==> src/rtl/desorb_pkg.sv <==
// Shared types and helpers for the desorption heater sequencer.
// Phase codes match the 2-bit state select expected by the PWM core.
package desorb_pkg;

  typedef enum logic [1:0] {
    PH_IDLE    = 2'b00,
    PH_PREHEAT = 2'b01,
    PH_DESORB  = 2'b10,
    PH_COOL    = 2'b11
  } phase_e;

  localparam logic [1:0] REF_FULL = 2'b11;
  localparam logic [1:0] REF_OFF  = 2'b00;

  // nz[0]=preheat, nz[1]=desorb, nz[2]=cool non-zero; returns first non-zero phase after cur
  function automatic phase_e next_phase(input phase_e cur, input logic [2:0] nz);
    phase_e nxt;
    nxt = PH_IDLE;
    case (cur)
      PH_IDLE: begin
        if (nz[0])      nxt = PH_PREHEAT;
        else if (nz[1]) nxt = PH_DESORB;
        else if (nz[2]) nxt = PH_COOL;
      end
      PH_PREHEAT: begin
        if (nz[1])      nxt = PH_DESORB;
        else if (nz[2]) nxt = PH_COOL;
      end
      PH_DESORB: begin
        if (nz[2])      nxt = PH_COOL;
      end
      default: nxt = PH_IDLE;
    endcase
    return nxt;
  endfunction

  function automatic logic [1:0] phase_ref(input phase_e ph, input logic [1:0] pre_ref);
    logic [1:0] r;
    case (ph)
      PH_PREHEAT: r = pre_ref;
      PH_DESORB:  r = REF_FULL;
      default:    r = REF_OFF;
    endcase
    return r;
  endfunction

endpackage

==> src/rtl/desorb_tick_gen.sv <==
// Duration-unit prescaler: counts 0..PRESCALE-1 and flags the last count.
// clear_i forces the count back to zero on the next edge.
module desorb_tick_gen #(
  parameter int PRESCALE   = 1000,
  parameter int PRESCALE_W = 16
) (
  input  logic clk_i,
  input  logic rst_i,
  input  logic clear_i,
  output logic tick_o
);

  localparam logic [PRESCALE_W-1:0] LAST = PRESCALE_W'(PRESCALE - 1);

  logic [PRESCALE_W-1:0] cnt_q, cnt_d;

  always_comb begin
    tick_o = (cnt_q == LAST);
    if (clear_i || tick_o) cnt_d = '0;
    else                   cnt_d = cnt_q + PRESCALE_W'(1);
  end

  always_ff @(posedge clk_i) begin
    if (rst_i) cnt_q <= '0;
    else       cnt_q <= cnt_d;
  end

endmodule

==> src/rtl/desorb_sequencer.sv <==
// One-shot PREHEAT -> DESORB -> COOL profile sequencer driving the PWM heater core.
// Optional multi-pass support is enabled with `define DESORB_SEQ_REPEAT_EN.
//
// state      | meaning
// PH_IDLE    | waiting for start, heater off
// PH_PREHEAT | preheat phase, latched preheat reference
// PH_DESORB  | desorb phase, full reference
// PH_COOL    | cool-down phase, reference off
module desorb_sequencer
  import desorb_pkg::*;
#(
  parameter int PRESCALE   = 1000,
  parameter int PRESCALE_W = 16,
  parameter int LEN_W      = 8
) (
  input  logic             clk_i,
  input  logic             rst_i,
  input  logic             start_i,
  input  logic             abort_i,
  input  logic [LEN_W-1:0] preheat_len_i,
  input  logic [LEN_W-1:0] desorb_len_i,
  input  logic [LEN_W-1:0] cool_len_i,
  input  logic [1:0]       preheat_ref_i,
`ifdef DESORB_SEQ_REPEAT_EN
  input  logic [3:0]       repeat_i,
`endif
  output logic [1:0]       state_bits_o,
  output logic [1:0]       ref_bits_o,
  output logic             busy_o,
  output logic             done_o
);

  phase_e           state_q;
  logic [LEN_W-1:0] pre_len_q, des_len_q, cool_len_q;
  logic [LEN_W-1:0] unit_q;
  logic [1:0]       pre_ref_q;
  logic [1:0]       ref_q;
  logic             busy_q, done_q;
`ifdef DESORB_SEQ_REPEAT_EN
  logic [3:0]       rep_q;
`endif

  logic             tick, tick_clear;
  logic             start_ok, unit_last, rep_more;
  logic [LEN_W-1:0] cur_len;
  logic [2:0]       nz_in, nz_q;
  phase_e           first_d, after_d, restart_d;

  // Prescaler is held at zero in IDLE and on abort so every phase entry starts aligned.
  assign tick_clear = (state_q == PH_IDLE) || abort_i;

  desorb_tick_gen #(
    .PRESCALE  (PRESCALE),
    .PRESCALE_W(PRESCALE_W)
  ) u_tick (
    .clk_i  (clk_i),
    .rst_i  (rst_i),
    .clear_i(tick_clear),
    .tick_o (tick)
  );

  always_comb begin
    case (state_q)
      PH_PREHEAT: cur_len = pre_len_q;
      PH_DESORB:  cur_len = des_len_q;
      PH_COOL:    cur_len = cool_len_q;
      default:    cur_len = '0;
    endcase
    unit_last = (unit_q == cur_len - LEN_W'(1));
    start_ok  = (state_q == PH_IDLE) && start_i && !abort_i;
    nz_in     = {|cool_len_i, |desorb_len_i, |preheat_len_i};
    nz_q      = {|cool_len_q, |des_len_q, |pre_len_q};
    first_d   = next_phase(PH_IDLE, nz_in);
    after_d   = next_phase(state_q, nz_q);
    restart_d = next_phase(PH_IDLE, nz_q);
`ifdef DESORB_SEQ_REPEAT_EN
    rep_more  = (rep_q != 4'd0);
`else
    rep_more  = 1'b0;
`endif
  end

  always_ff @(posedge clk_i) begin
    if (rst_i) begin
      state_q    <= PH_IDLE;
      pre_len_q  <= '0;
      des_len_q  <= '0;
      cool_len_q <= '0;
      pre_ref_q  <= 2'b00;
      unit_q     <= '0;
      ref_q      <= REF_OFF;
      busy_q     <= 1'b0;
      done_q     <= 1'b0;
`ifdef DESORB_SEQ_REPEAT_EN
      rep_q      <= 4'd0;
`endif
    end else begin
      done_q <= 1'b0;
      if (state_q == PH_IDLE) begin
        unit_q <= '0;
        if (start_ok) begin
          pre_len_q  <= preheat_len_i;
          des_len_q  <= desorb_len_i;
          cool_len_q <= cool_len_i;
          pre_ref_q  <= preheat_ref_i;
`ifdef DESORB_SEQ_REPEAT_EN
          rep_q      <= repeat_i;
`endif
          state_q    <= first_d;
          ref_q      <= phase_ref(first_d, preheat_ref_i);
          busy_q     <= (first_d != PH_IDLE);
          done_q     <= (first_d == PH_IDLE);
        end
      end else if (abort_i) begin
        state_q <= PH_IDLE;
        unit_q  <= '0;
        ref_q   <= REF_OFF;
        busy_q  <= 1'b0;
`ifdef DESORB_SEQ_REPEAT_EN
        rep_q   <= 4'd0;
`endif
      end else if (tick) begin
        if (unit_last) begin
          unit_q <= '0;
          if (after_d == PH_IDLE && rep_more) begin
            // Another pass: go straight back to the first non-zero phase.
`ifdef DESORB_SEQ_REPEAT_EN
            rep_q <= rep_q - 4'd1;
`endif
            state_q <= restart_d;
            ref_q   <= phase_ref(restart_d, pre_ref_q);
          end else begin
            state_q <= after_d;
            ref_q   <= phase_ref(after_d, pre_ref_q);
            busy_q  <= (after_d != PH_IDLE);
            done_q  <= (after_d == PH_IDLE);
          end
        end else begin
          unit_q <= unit_q + LEN_W'(1);
        end
      end
    end
  end

  assign state_bits_o = state_q;
  assign ref_bits_o   = ref_q;
  assign busy_o       = busy_q;
  assign done_o       = done_q;

endmodule
==> config.mk <==
export PLATFORM = sky130hd
export DESIGN_NAME = desorb_sequencer
export DESIGN_NICKNAME = d
export VERILOG_FILES = /design/src/rtl/desorb_pkg.sv /design/src/rtl/desorb_tick_gen.sv /design/src/rtl/desorb_sequencer.sv
export SDC_FILE = /design/constraint.sdc
export NUM_CORES = 1
export LEC_CHECK = 0
export ABC_AREA = 1
export CAP_MARGIN = 10
export CELL_PAD_IN_SITES_DETAIL_PLACEMENT = 0
export CELL_PAD_IN_SITES_GLOBAL_PLACEMENT = 2
export CORE_MARGIN = 3
export CORE_UTILIZATION = 29
export CTS_BUF_LIST = sky130_fd_sc_hd__clkbuf_4
export CTS_CLUSTER_DIAMETER = 60
export CTS_CLUSTER_SIZE = 30
export DETAILED_ROUTE_END_ITERATION = 10
export GPL_TIMING_DRIVEN = 0
export PLACE_DENSITY = 0.81
export RECOVER_POWER = 100
export SLEW_MARGIN = 20
export SYNTH_ARGS = -nofsm -noshare
export SYNTH_HDL_FRONTEND = slang
export SYNTH_SLANG_ARGS = --single-unit
==> constraint.sdc <==
create_clock -name clk_i -period 2.33 [get_ports clk_i]
set_input_delay 0.233 -clock clk_i [delete_from_list [all_inputs] [get_ports clk_i]]
set_output_delay 0.233 -clock clk_i [all_outputs]
set_load 0.03 [all_outputs]
==> impl_metrics.yaml <==
logic_synthesis:
  synthMuxAreaShare_pct: 0
  post_synth_xor_area_fraction_pct: 1.31
  synthSimpleGateAreaFrac_pct: 39.3
  syn-num-nets: 529
  syn_avg_cell_area_um2: 6.82
  yosys_warnings: 0
  synth_edf_count: 0
  synthArstFlopShare_pct: 0
  synth_top_family_by_area: "simple AND/OR/NAND/NOR gates"
  syn_inst: 490
  synth_compound_area_share_pct: 12.6
  synth_seq_cells: 56
  synthDistinctLibCells: 39
  ys_seq_area_share_pct: 33.5
  synth-adder-area-share_pct: 3.37
  syn_area_mm2: 0.00334
  synthFlopType: "dfxtp_1"
clock_tree:
  clock_latency_ps: 420
  cts_tree: "built"
  cts_made_buffers: 5
  ctsRootBufferMaster: "clkbuf_4"
  clkTransAtPathRegs_ps: 180
  cts_max_path_buffers: 2
  cts.sinks: 56
  cts_max_level: 2
  holdBufCountCts: 0
die:
  ios: 36
  rows: 38
  initial_core_util_pct: 30.3
  die_w_um: 113
  die_y_um: 113
  core_mm2: 0.0110
  dieArea_mm2: 0.0129
worst_setup_path:
  start_kind: "register"
  crit_type: "register to register"
  critPathArrivalTime_ps: 2680
  crit_required_ps: 2650
  cp_max_fo: 9
  crit_path_end_kind: "register"
global_route:
  grt_pass1_vias: 3067
  grt_max_degree: 17
  grt_pass1_wl_um: 15000
  gr-total-overflow: 0
  antenna_found_initial: 0
  grtUsageTotal_pct: 14.7
route:
  wire_per_inst_um: 13.3
  first_pass_iters: 4
  via_per_inst: 4.69
  drtIter0Drc: 151
  ant_nets: 0
  drc_errors: 0
  totalWireLength_um: 9160
  via_count: 3222
timing:
  timing.fmax_ghz: 0.424
  clock_skew_ps: 21.5
  layout_worst_path_cycle_share_pct: 101
  tns_ps: -101
  timing_hold_violations_final: 0
  slew_headroom_pct: 64.1
  rsz0062_at_grt: "true"
  period_needed_ps: 2360
  whs_ps: 359
  tightest_slew_ps: 538
  finalMaxSlewViolations: 0
  finalSetupViolations: 5
  worst_slack_ps: -29.3
power_and_ir_drop:
  max-vdd-ir-drop_uv: 331
  power_w: 0.00384
  leakage_nw: 1.80
  pwr_density_cell_mw_per_mm2: 914
final_layout:
  final_cells: 687
  final_nets: 585
  drive_above_1_share_pct: 15.7
  n_antenna_cell: 0
  area.growth.synth_to_final_pct: 25.6
placed_design:
  gp_congestion: 0.796
  place_ws_ps: -216
  hpwl_um: 7370
  portBuffers: 35
  place_inst: 665
min_path:
  holdCritPathClass: "input port to register"
run:
  maxCapViolations: 0
outcome:
  outcome: "finished, violations left"
  violations: "setup timing"
-- cell usage in the layout, fill, tap and decap left out, types with 7 or more instances in the layout --
| cell | instances |
|---|---|
| nand2_1 | 75 |
| nand3_2 | 13 |
| nand3_1 | 38 |
| clkdlybuf4s50_1 | 29 |
| nor2_4 | 7 |
| clkbuf_1 | 8 |
| a21oi_1 | 27 |
| ha_1 | 8 |
| o21ai_0 | 36 |
| nand4_1 | 11 |
| nor2_1 | 79 |
| inv_1 | 55 |
| nor3_1 | 9 |
| dfxtp_1 | 54 |
| buf_4 | 13 |
-- worst max-delay path, stage by stage (launching register included) --
cell	delay, ps
dfxtp_2	370
buf_8	140
buf_12	140
nand3_4	90
nand2_4	50
nor2_4	130
ha_4	220
xnor2_2	130
a21oi_2	110
nand3_1	100
nor2_2	160
nand3_4	150
o21bai_4	240
nand3_2	90
nand2_1	80
nor2_1	40
-- through the flow --
| stage | util [%] | cell area [um2] |
|---|---|---|
| floorplan | - | 3350 |
| global placement | 35.1 | 3870 |
| detailed placement | 35.1 | 3870 |
| CTS | 36.7 | 4050 |
| global route | 38.1 | 4200 |
| finish | 38.1 | 4200 |
-- power by group --
| group | switching, W | internal, W |
|---|---|---|
| clock | 0.000327 | 0.000112 |
| sequential | 0.000103 | 0.00110 |
| combinational | 0.00132 | 0.000879 |
| total | 0.00175 | 0.00209 |
-- state kept, by name, summed over array words and instances, names as in the netlist --
register / flops
pre_len_q: 8
u_tick.cnt_q: 16
cool_len_q: 8
des_len_q: 8
done_o: 1
unit_q: 8
ref_bits_o: 2
state_bits_o: 2
busy_o: 1
pre_ref_q: 2
-- area by class of cell --
cell class                      count  area, um2
Buffer                             12       95.1
Sequential cell                    56       1120
Multi-Input combinational cell    359       2040
Clock inverter                      3       13.8
Timing Repair Buffer               48        448
Inverter                           64        260
Clock buffer                        5       37.5
Tap cell                          140        175
Fill cell                        1226       6830
-- cell families after synthesis --
logic type               count (synthesis)
flip-flops                              56
XOR/XNOR                                 5
buffers and inverters                   76
AND/OR/NAND/NOR                        268
AO/OA/AOI/OAI                           76
adder cells (fa/ha/maj)                  9
-- metal layers --
metal  wire length [um]  track usage (%)  vias up
met4                111             4.33        0
li1                   -                -     1725
met5                  0                0        -
met3                274             2.92       10
met2               4570             26.0       49
met1               4200             18.2     1438
-- Yosys cell counts (3+ instances only) --
cell | n | area share (%)
nor2_1 | 80 | 9.0
nand2_1 | 78 | 8.8
dfxtp_1 | 56 | 34
inv_1 | 55 | 6.2
nand3_1 | 42 | 6.3
o21ai_0 | 32 | 4.8
a21oi_1 | 28 | 4.2
nand3_2 | 13 | 3.9
nand4_1 | 11 | 2.1
ha_1 | 9 | 3.4
nor2_2 | 9 | 1.7
nor3_1 | 9 | 1.3
clkbuf_1 | 8 | 0.90
inv_2 | 7 | 0.79
nor4_1 | 6 | 1.1
o21ai_1 | 6 | 0.90
nand2_2 | 4 | 0.75
nor3b_1 | 4 | 0.90
nor2_4 | 3 | 1.0
nor3_2 | 3 | 0.90
xor2_1 | 3 | 0.79
-- timing repair --
action                     4_1_cts  5_1_grt
setup buffers                    7        6
setup endpoints to repair       14       15
gates cloned                     1        0
resized for setup               12       23
pin swaps                        6       12
-- path summary, 6_finish.rpt --
kind | startpoint | endpoint | slack (ps) | cells after the start
max | state_bits_o[1] | busy_o | -30 | 15
min | preheat_ref_i[1] | pre_ref_q[1] | 360 | 3
max reg2reg | state_bits_o[1] | busy_o | -30 | 15
min reg2reg | u_tick.cnt_q[0] | u_tick.cnt_q[0] | 460 | 1
Note: power is estimated with default switching activity, not from simulation.
